### src/rtl/pixel_frame_sequencer.sv
// Upstream feeder for the pixel controller: buffers source bytes in a small FIFO and
// presents them tagged with channel/column/row position and frame markers.
module pixel_frame_sequencer #(
  parameter  int IMG_W      = 256,
  parameter  int IMG_H      = 128,
  parameter  int CHANNELS   = 3,
  parameter  int FIFO_DEPTH = 4,
  localparam int COL_W      = (IMG_W > 1) ? $clog2(IMG_W) : 1,
  localparam int ROW_W      = (IMG_H > 1) ? $clog2(IMG_H) : 1
) (
  input  logic             clk,
  input  logic             rst_n,
  input  logic             restart,
  input  logic [7:0]       in_byte,
  input  logic             in_valid,
  output logic             in_ready,
  output logic [7:0]       out_byte,
  output logic             out_valid,
  input  logic             out_ready,
  output logic [1:0]       chan,
  output logic [COL_W-1:0] col,
  output logic [ROW_W-1:0] row,
  output logic             sof,
  output logic             eol,
  output logic             eof,
  output logic             frame_done,
  output logic [15:0]      frame_count
);

  localparam int PTR_W = (FIFO_DEPTH > 1) ? $clog2(FIFO_DEPTH) : 1;
  localparam int CNT_W = PTR_W + 1;
  localparam logic [1:0]       CHAN_LAST = 2'(CHANNELS - 1);
  localparam logic [COL_W-1:0] COL_LAST  = COL_W'(IMG_W - 1);
  localparam logic [ROW_W-1:0] ROW_LAST  = ROW_W'(IMG_H - 1);
  localparam logic [CNT_W-1:0] CNT_FULL  = CNT_W'(FIFO_DEPTH);

  logic [7:0]       r_mem [FIFO_DEPTH];
  logic [PTR_W-1:0] r_wr_ptr;
  logic [PTR_W-1:0] r_rd_ptr;
  logic [CNT_W-1:0] r_count;
  logic [CNT_W-1:0] w_count_nxt;
  logic             r_in_ready;
  logic             r_run;
  logic             r_frame_done;
  logic [15:0]      r_frame_count;
  logic [1:0]       r_chan;
  logic [COL_W-1:0] r_col;
  logic [ROW_W-1:0] r_row;

  logic w_push;
  logic w_pop;
  logic w_out_valid;
  logic w_last_chan;
  logic w_last_col;
  logic w_last_row;
  logic w_sof_pos;
  logic w_eol_pos;
  logic w_eof_pos;

  assign w_out_valid = (r_count != '0);
  assign w_push      = in_valid & r_in_ready;
  assign w_pop       = w_out_valid & out_ready;

  assign w_last_chan = (r_chan == CHAN_LAST);
  assign w_last_col  = (r_col == COL_LAST);
  assign w_last_row  = (r_row == ROW_LAST);
  assign w_sof_pos   = (r_chan == 2'd0) & (r_col == '0) & (r_row == '0);
  assign w_eol_pos   = w_last_chan & w_last_col;
  assign w_eof_pos   = w_eol_pos & w_last_row;

  // Occupancy after this edge; in_ready is registered from it so it never depends on out_ready combinationally.
  always_comb begin
    w_count_nxt = r_count;
    if (w_push && !w_pop) begin
      w_count_nxt = r_count + CNT_W'(1);
    end else if (!w_push && w_pop) begin
      w_count_nxt = r_count - CNT_W'(1);
    end else begin
      w_count_nxt = r_count;
    end
  end

  // FIFO pointers, occupancy and input-ready flag.
  always_ff @(posedge clk or negedge rst_n) begin
    if (!rst_n) begin
      r_wr_ptr   <= '0;
      r_rd_ptr   <= '0;
      r_count    <= '0;
      r_in_ready <= 1'b0;
      r_run      <= 1'b0;
    end else if (restart) begin
      r_wr_ptr   <= '0;
      r_rd_ptr   <= '0;
      r_count    <= '0;
      r_in_ready <= 1'b0;
      r_run      <= 1'b0;
    end else begin
      if (w_push) begin
        r_wr_ptr <= r_wr_ptr + PTR_W'(1);
      end
      if (w_pop) begin
        r_rd_ptr <= r_rd_ptr + PTR_W'(1);
      end
      r_count    <= w_count_nxt;
      r_in_ready <= (w_count_nxt != CNT_FULL);
      r_run      <= 1'b1;
    end
  end

  // Byte storage; contents are only observed through the valid-gated read port.
  always_ff @(posedge clk) begin
    if (w_push && !restart) begin
      r_mem[r_wr_ptr] <= in_byte;
    end
  end

  // Position counters, end-of-frame pulse and completed-frame count.
  always_ff @(posedge clk or negedge rst_n) begin
    if (!rst_n) begin
      r_chan        <= 2'd0;
      r_col         <= '0;
      r_row         <= '0;
      r_frame_done  <= 1'b0;
      r_frame_count <= 16'd0;
    end else if (restart) begin
      r_chan       <= 2'd0;
      r_col        <= '0;
      r_row        <= '0;
      r_frame_done <= 1'b0;
    end else begin
      r_frame_done <= w_pop & w_eof_pos;
      if (w_pop) begin
        if (w_last_chan) begin
          r_chan <= 2'd0;
          if (w_last_col) begin
            r_col <= '0;
            if (w_last_row) begin
              r_row         <= '0;
              r_frame_count <= r_frame_count + 16'd1;
            end else begin
              r_row <= r_row + ROW_W'(1);
            end
          end else begin
            r_col <= r_col + COL_W'(1);
          end
        end else begin
          r_chan <= r_chan + 2'd1;
        end
      end
    end
  end

  assign in_ready    = r_in_ready;
  assign out_valid   = w_out_valid;
  assign out_byte    = w_out_valid ? r_mem[r_rd_ptr] : 8'h00;
  assign chan        = r_chan;
  assign col         = r_col;
  assign row         = r_row;
  // Markers are suppressed while the block is held in reset or restart.
  assign sof         = r_run & w_sof_pos;
  assign eol         = r_run & w_eol_pos;
  assign eof         = r_run & w_eof_pos;
  assign frame_done  = r_frame_done;
  assign frame_count = r_frame_count;

endmodule

### config.mk
export PLATFORM = sky130hd
export DESIGN_NAME = pixel_frame_sequencer
export DESIGN_NICKNAME = d
export VERILOG_FILES = /design/src/rtl/pixel_frame_sequencer.sv
export SDC_FILE = /design/constraint.sdc
export NUM_CORES = 1
export LEC_CHECK = 0
export CAP_MARGIN = 10
export CORE_MARGIN = 3
export CORE_UTILIZATION = 35
export DETAILED_ROUTE_END_ITERATION = 10
export PLACE_DENSITY = 0.67
export SETUP_SLACK_MARGIN = 0.5
export SLEW_MARGIN = 20
export SYNTH_ARGS = -nofsm -noshare
export SYNTH_HDL_FRONTEND = slang
export SYNTH_SLANG_ARGS = --single-unit
### constraint.sdc
create_clock -name clk -period 5.1 [get_ports clk]
set_input_delay 1.275 -clock clk [delete_from_list [all_inputs] [get_ports clk]]
set_output_delay 1.275 -clock clk [all_outputs]
set_load 0.05 [all_outputs]
# --- Word level (Yosys, flattened, before mapping) ---
# Memory sizes are Yosys's and may differ from the RTL's.
# Cells that the tools add are included.
word_totals:
  wordCells: 76
  n_memories: 1
  latchBits: 0
  ram_bits: 32
  ff_bits: 43
  rom_bits: 0
  out_inout_bits: 47
memory_table:
  columns: ["name", "depth", "width", "read_ports", "rd_clocked_by_memory_dff", "wr", "line_no", "rtl"]
  rows:
  - ["r_mem", 4, 8, 1, 0, 1, "37", "logic [7:0] r_mem [FIFO_DEPTH];"]
classes:
  div: 0
  bitwise: 11
  mul: 0
  n_addsub: 8
  n_lt_le_gt_ge: 0
  mux: 25
  n_reduce_logical: 17
  n_shift: 0
  eq_ne: 4
op_table:
  columns: ["cell", "count"]
  rows:
  - ["8-bit 2-to-1 mux", 5]
  - ["7-bit 2-to-1 mux", 5]
  - ["16-bit by 1-bit adder with 16-bit output, second input constant", 1]
  - ["2-bit 2-to-1 mux", 7]
  - ["1-bit AND", 10]
  - ["3-bit 2-to-1 mux", 3]
  - ["8-bit by 1-bit adder with 8-bit output, second input constant", 1]
  - ["8-bit equality test, second input constant", 1]
  - ["8-bit logical NOT", 1]
  - ["2-bit nonzero test", 4]
  - ["7-bit by 1-bit adder with 7-bit output, second input constant", 1]
  - ["7-bit equality test, second input constant", 1]
  - ["7-bit logical NOT", 1]
  - ["2-bit by 1-bit adder with 2-bit output, second input constant", 3]
  - ["1-bit 2-to-1 mux", 5]
  - ["5-bit AND reduction", 1]
  - ["3-bit by 1-bit adder with 3-bit output, second input constant", 1]
  - ["1-bit logical AND", 3]
  - ["1-bit logical NOT", 3]
  - ["3-bit != test, second input constant", 1]
  - ["3-bit AND reduction", 1]
  - ["3-bit nonzero test", 1]
  - ["3-bit by 1-bit subtractor with 3-bit output, second input constant", 1]
  - ["2-bit equality test, second input constant", 1]
  - ["3 further kinds", 3]

# --- Logic depth before layout (Yosys ltp) ---
logic_depth:
  ltp_word: 7
  depth_mapped: 9
  depth_no_buf: 8

# --- Worst setup path after synthesis ---
# No wires, ideal clock.
synth_path:
  path_type: "register -> output"
  start: "register r_col[1], in the netlist col[1]"
  end: "output eof"
  path_buffers: 0
  setup_slack_ns: 1.905
  required_time_ns: 3.825
  arrival_time_ns: 1.920
  path_stages_with_launch: 5
  path_cell_list: "dfrtp_1 -> ha_1 -> nand3_1 -> nor4_4 -> and3_1"
synth_between:
  elab_chain_cells: 4
synth_rtl:
  columns: ["item", "line_no", "rtl"]
  rows:
  - ["start, declared", "47", "logic [COL_W-1:0] r_col;"]
  - ["start signal, assigned", "144", "r_col <= r_col + COL_W'(1);"]
  - ["8-bit equality test", "65", "assign w_last_col = (r_col == COL_LAST);"]
  - ["1-bit AND", "68", "assign w_eol_pos = w_last_chan & w_last_col;"]
  - ["1-bit AND", "69", "assign w_eof_pos = w_eol_pos & w_last_row;"]
  - ["1-bit AND", "162", "assign eof = r_run & w_eof_pos;"]
  - ["end, declared", "25", "output logic eof,"]
# Every way passes these cells.

# --- Worst setup path after layout ---
layout_path:
  start: "register r_col[0], in the netlist col[0]"
  end: "output eof"
# The elaborated chain is that of the path after synthesis.

==> results.toml <==
[sta]
fmax_mhz = 262
post-route-min-period_ns = 3.81
timing.final.crit_share_pct = 74.7
max-slew-margin-rel_pct = 35.4
fin_ws_ns = 1.29
setup_viol = 0
hold_viol_final = 0
rsz0062_at_grt = "no"
drv_slew = 0
finalSetupTns_ns = 0
worst_pin_slew_ns = 0.969
clock_skew_ns = 0.0155

[global_route]
groute.usage.overall_pct = 13.2
grt_pass1_vias = 2393
grt_most_used_layer = "met2"
grt.met2_usage_pct = 22.3
overflow = 0
met1_usage_pct = 16.7
antenna_found_initial = 0
grt_util_met3_pct = 2.89
grt_pass1_wl_mm = 11.9
grt_max_degree = 44

[logic_synthesis]
synth.ff_latch_count = 75
syn_nets = 315
muxShareOfSynthArea_pct = 5.99
synth_edf_count = 32
synth_xor_area_share_pct = 6.91
yosysWarnings = 0
yosysTopAreaCell = "dfrtp_1"
synthAdderAreaFrac_pct = 4.23
yosysSeqAreaShare_pct = 57.4
yosys_most_used_dff = "dfrtp_1"
synth_top_area_share_pct = 30.3
synth_top_family_by_area = "simple AND/OR/NAND/NOR gates"
netlist-cell-type-count = 45
yosys-top-cells-area = "dfrtp_1 30%, edfxtp_1 27%, mux4_2 5.1%"
async_reset_ff_share_pct = 57.3
yosys.area_share.simple_pct = 18.7
netlist_area_um2 = 3550
syn_area_per_cell_um2 = 12.2
synth_cells = 290
synth-compound-area-share_pct = 4.02

[detailed_routing]
drtIter0Drc = 106
routed_wl_mm = 7.02
vias = 2361
ant_nets = 0
drc = 0
wl_per_cell_um = 14.3
dr.pass1.iters = 5
via_per_inst = 4.83

[cells_and_area]
fin_util_pct = 45.1
drive_gt1_share_pct = 10.4
nets = 376
area_delta_synth_final_pct = 24.8
final_common_cell = "clkdlybuf4s50_1"
final_cell_mix = "58 x clkdlybuf4s50_1, 43 x dfrtp_1, 32 x edfxtp_1"
n_antenna_cell = 0
num-fill-cells = 928
multi_input_area_um2 = 1410
seqCellArea_um2 = 2040

[clock_network]
cts_root_buf = "clkbuf_8"
cts_setup_buffers = 0
path_clk_slew_ns = 0.08
clkSinkCount = 75
htree_levels = 3
cts_tree = "done"
cts_buffers = 9
ctsLongestPathBuffers = 2
clock_latency_ns = 0.35
cts_resized = 0
postCtsHoldBufs = 0

[placed_design]
pre_cts_ws_ns = 1.63
routabilityCongestion = 0.809
port_buffers = 59
place_hpwl_mm = 5.02

[critical_path]
crit_required_ns = 3.83
cp_cell_sequence = "ha_1 > nand3_1 > nor4_4 > and3_1 > clkdlybuf4s50_1"
crit_path_end_kind = "output pin"
rrSetupSlack_ns = 2.85
arrival_ns = 2.54
crit_family = "buffers and inverters"
critPathLaunchType = "register"
path_buf_inv = 1
critPathMaxStageDelay_ns = 0.80
critical_path.slowest_cell = "clkdlybuf4s50_1"
cp_max_fo = 6
crit_type = "register to output pin"

[die]
fp.dieArea_um2 = 11400
die_w_um = 107
io_pins = 60
dieHeight_um = 107
fp.coreArea_um2 = 9820
num_rows = 36
initial_utilization_pct = 36.1

[pwr]
pwr_density_cell_nw_per_um2 = 374
power.leakage_nw = 1.74
ir_drop_uv = 173

[outcome]
status = "finished, final reports clean"

[job]
drv_cap = 0

[min_path]
hold_path.class = "register to register"
==> cell type report <==
class / instances / area share (%)
well taps: 133 / 3.76
inverters: 13 / 1.10
repair buffers: 60 / 13.4
clock buffers: 11 / 2.97
multi-input cells: 192 / 31.9
flip-flops and latches: 75 / 46.0
clock inverters: 5 / 0.876
==> state kept, by name, indices dropped and copies added, names as in the netlist <==
name / flops
r_wr_ptr: 2
row: 7
frame_done: 1
r_count: 3
r_rd_ptr: 2
in_ready: 1
col: 8
r_run: 1
r_mem: 32
frame_count: 16
chan: 2
==> per-layer routing <==
| layer | vias up | routed length [um] | part of all wire [%] |
|---|---|---|---|
| met5 | - | 0 | 0 |
| met4 | 0 | 85 | 1.2 |
| met3 | 7 | 248 | 3.5 |
| met2 | 35 | 3560 | 51 |
| met1 | 1176 | 3120 | 44 |
| li1 | 1143 | - | - |
==> final timing paths <==
| path | from | to | cells past startpoint |
|---|---|---|---|
| max in group asynchronous | rst_n | col[5] | 1 |
| hold / removal | frame_count[15] | frame_count[15] | 1 |
| min in group asynchronous | rst_n | frame_count[0] | 1 |
| setup reg to reg | r_count[0] | row[3] | 8 |
| hold reg to reg | frame_count[15] | frame_count[15] | 1 |
| setup / recovery | col[0] | eof | 5 |
==> kinds of logic after synthesis <==
| kind of cell | Yosys count |
|---|---|
| AND/OR/NAND/NOR | 116 |
| XOR/XNOR | 28 |
| buffers and inverters | 23 |
| AO/OA/AOI/OAI | 25 |
| adder cells (fa/ha/maj) | 12 |
| multiplexers | 11 |
| flip-flops | 75 |
==> synth_stat cells, types with 2 or more instances <==
library cell   n
dfrtp_1       43
edfxtp_1      32
nor2_1        26
nand2_1       23
and2_1        15
xnor2_1       15
xor2_1        13
ha_1          12
inv_1         12
nand3_1       12
a21oi_1        9
mux4_2         8
nand4_1        8
and3_1         7
clkbuf_1       6
o21ai_1        6
nand3_2        3
nor3_1         3
o21ai_0        3
o31ai_1        3
a31oi_1        2
mux2_1         2
nor2_2         2
nor4_1         2
nor4_4         2
or3_1          2
==> per-stage QoR <==
step	instance area (um2)	power, mW	hold WS [ns]	std cells
after floorplan	3550	1.11	0.542	290
after global placement	4260	1.27	0.459	473
after detailed placement	4260	1.28	0.457	473
after CTS	4430	1.68	0.472	489
after global routing	4430	1.74	0.493	489
final	4430	1.66	0.468	489
==> power breakdown <==
group	total (mW)	switching, mW	internal [mW]
registers	0.712	0.0495	0.662
clock network	0.398	0.219	0.179
logic	0.545	0.339	0.206
Power figures use the tool's default switching activity.
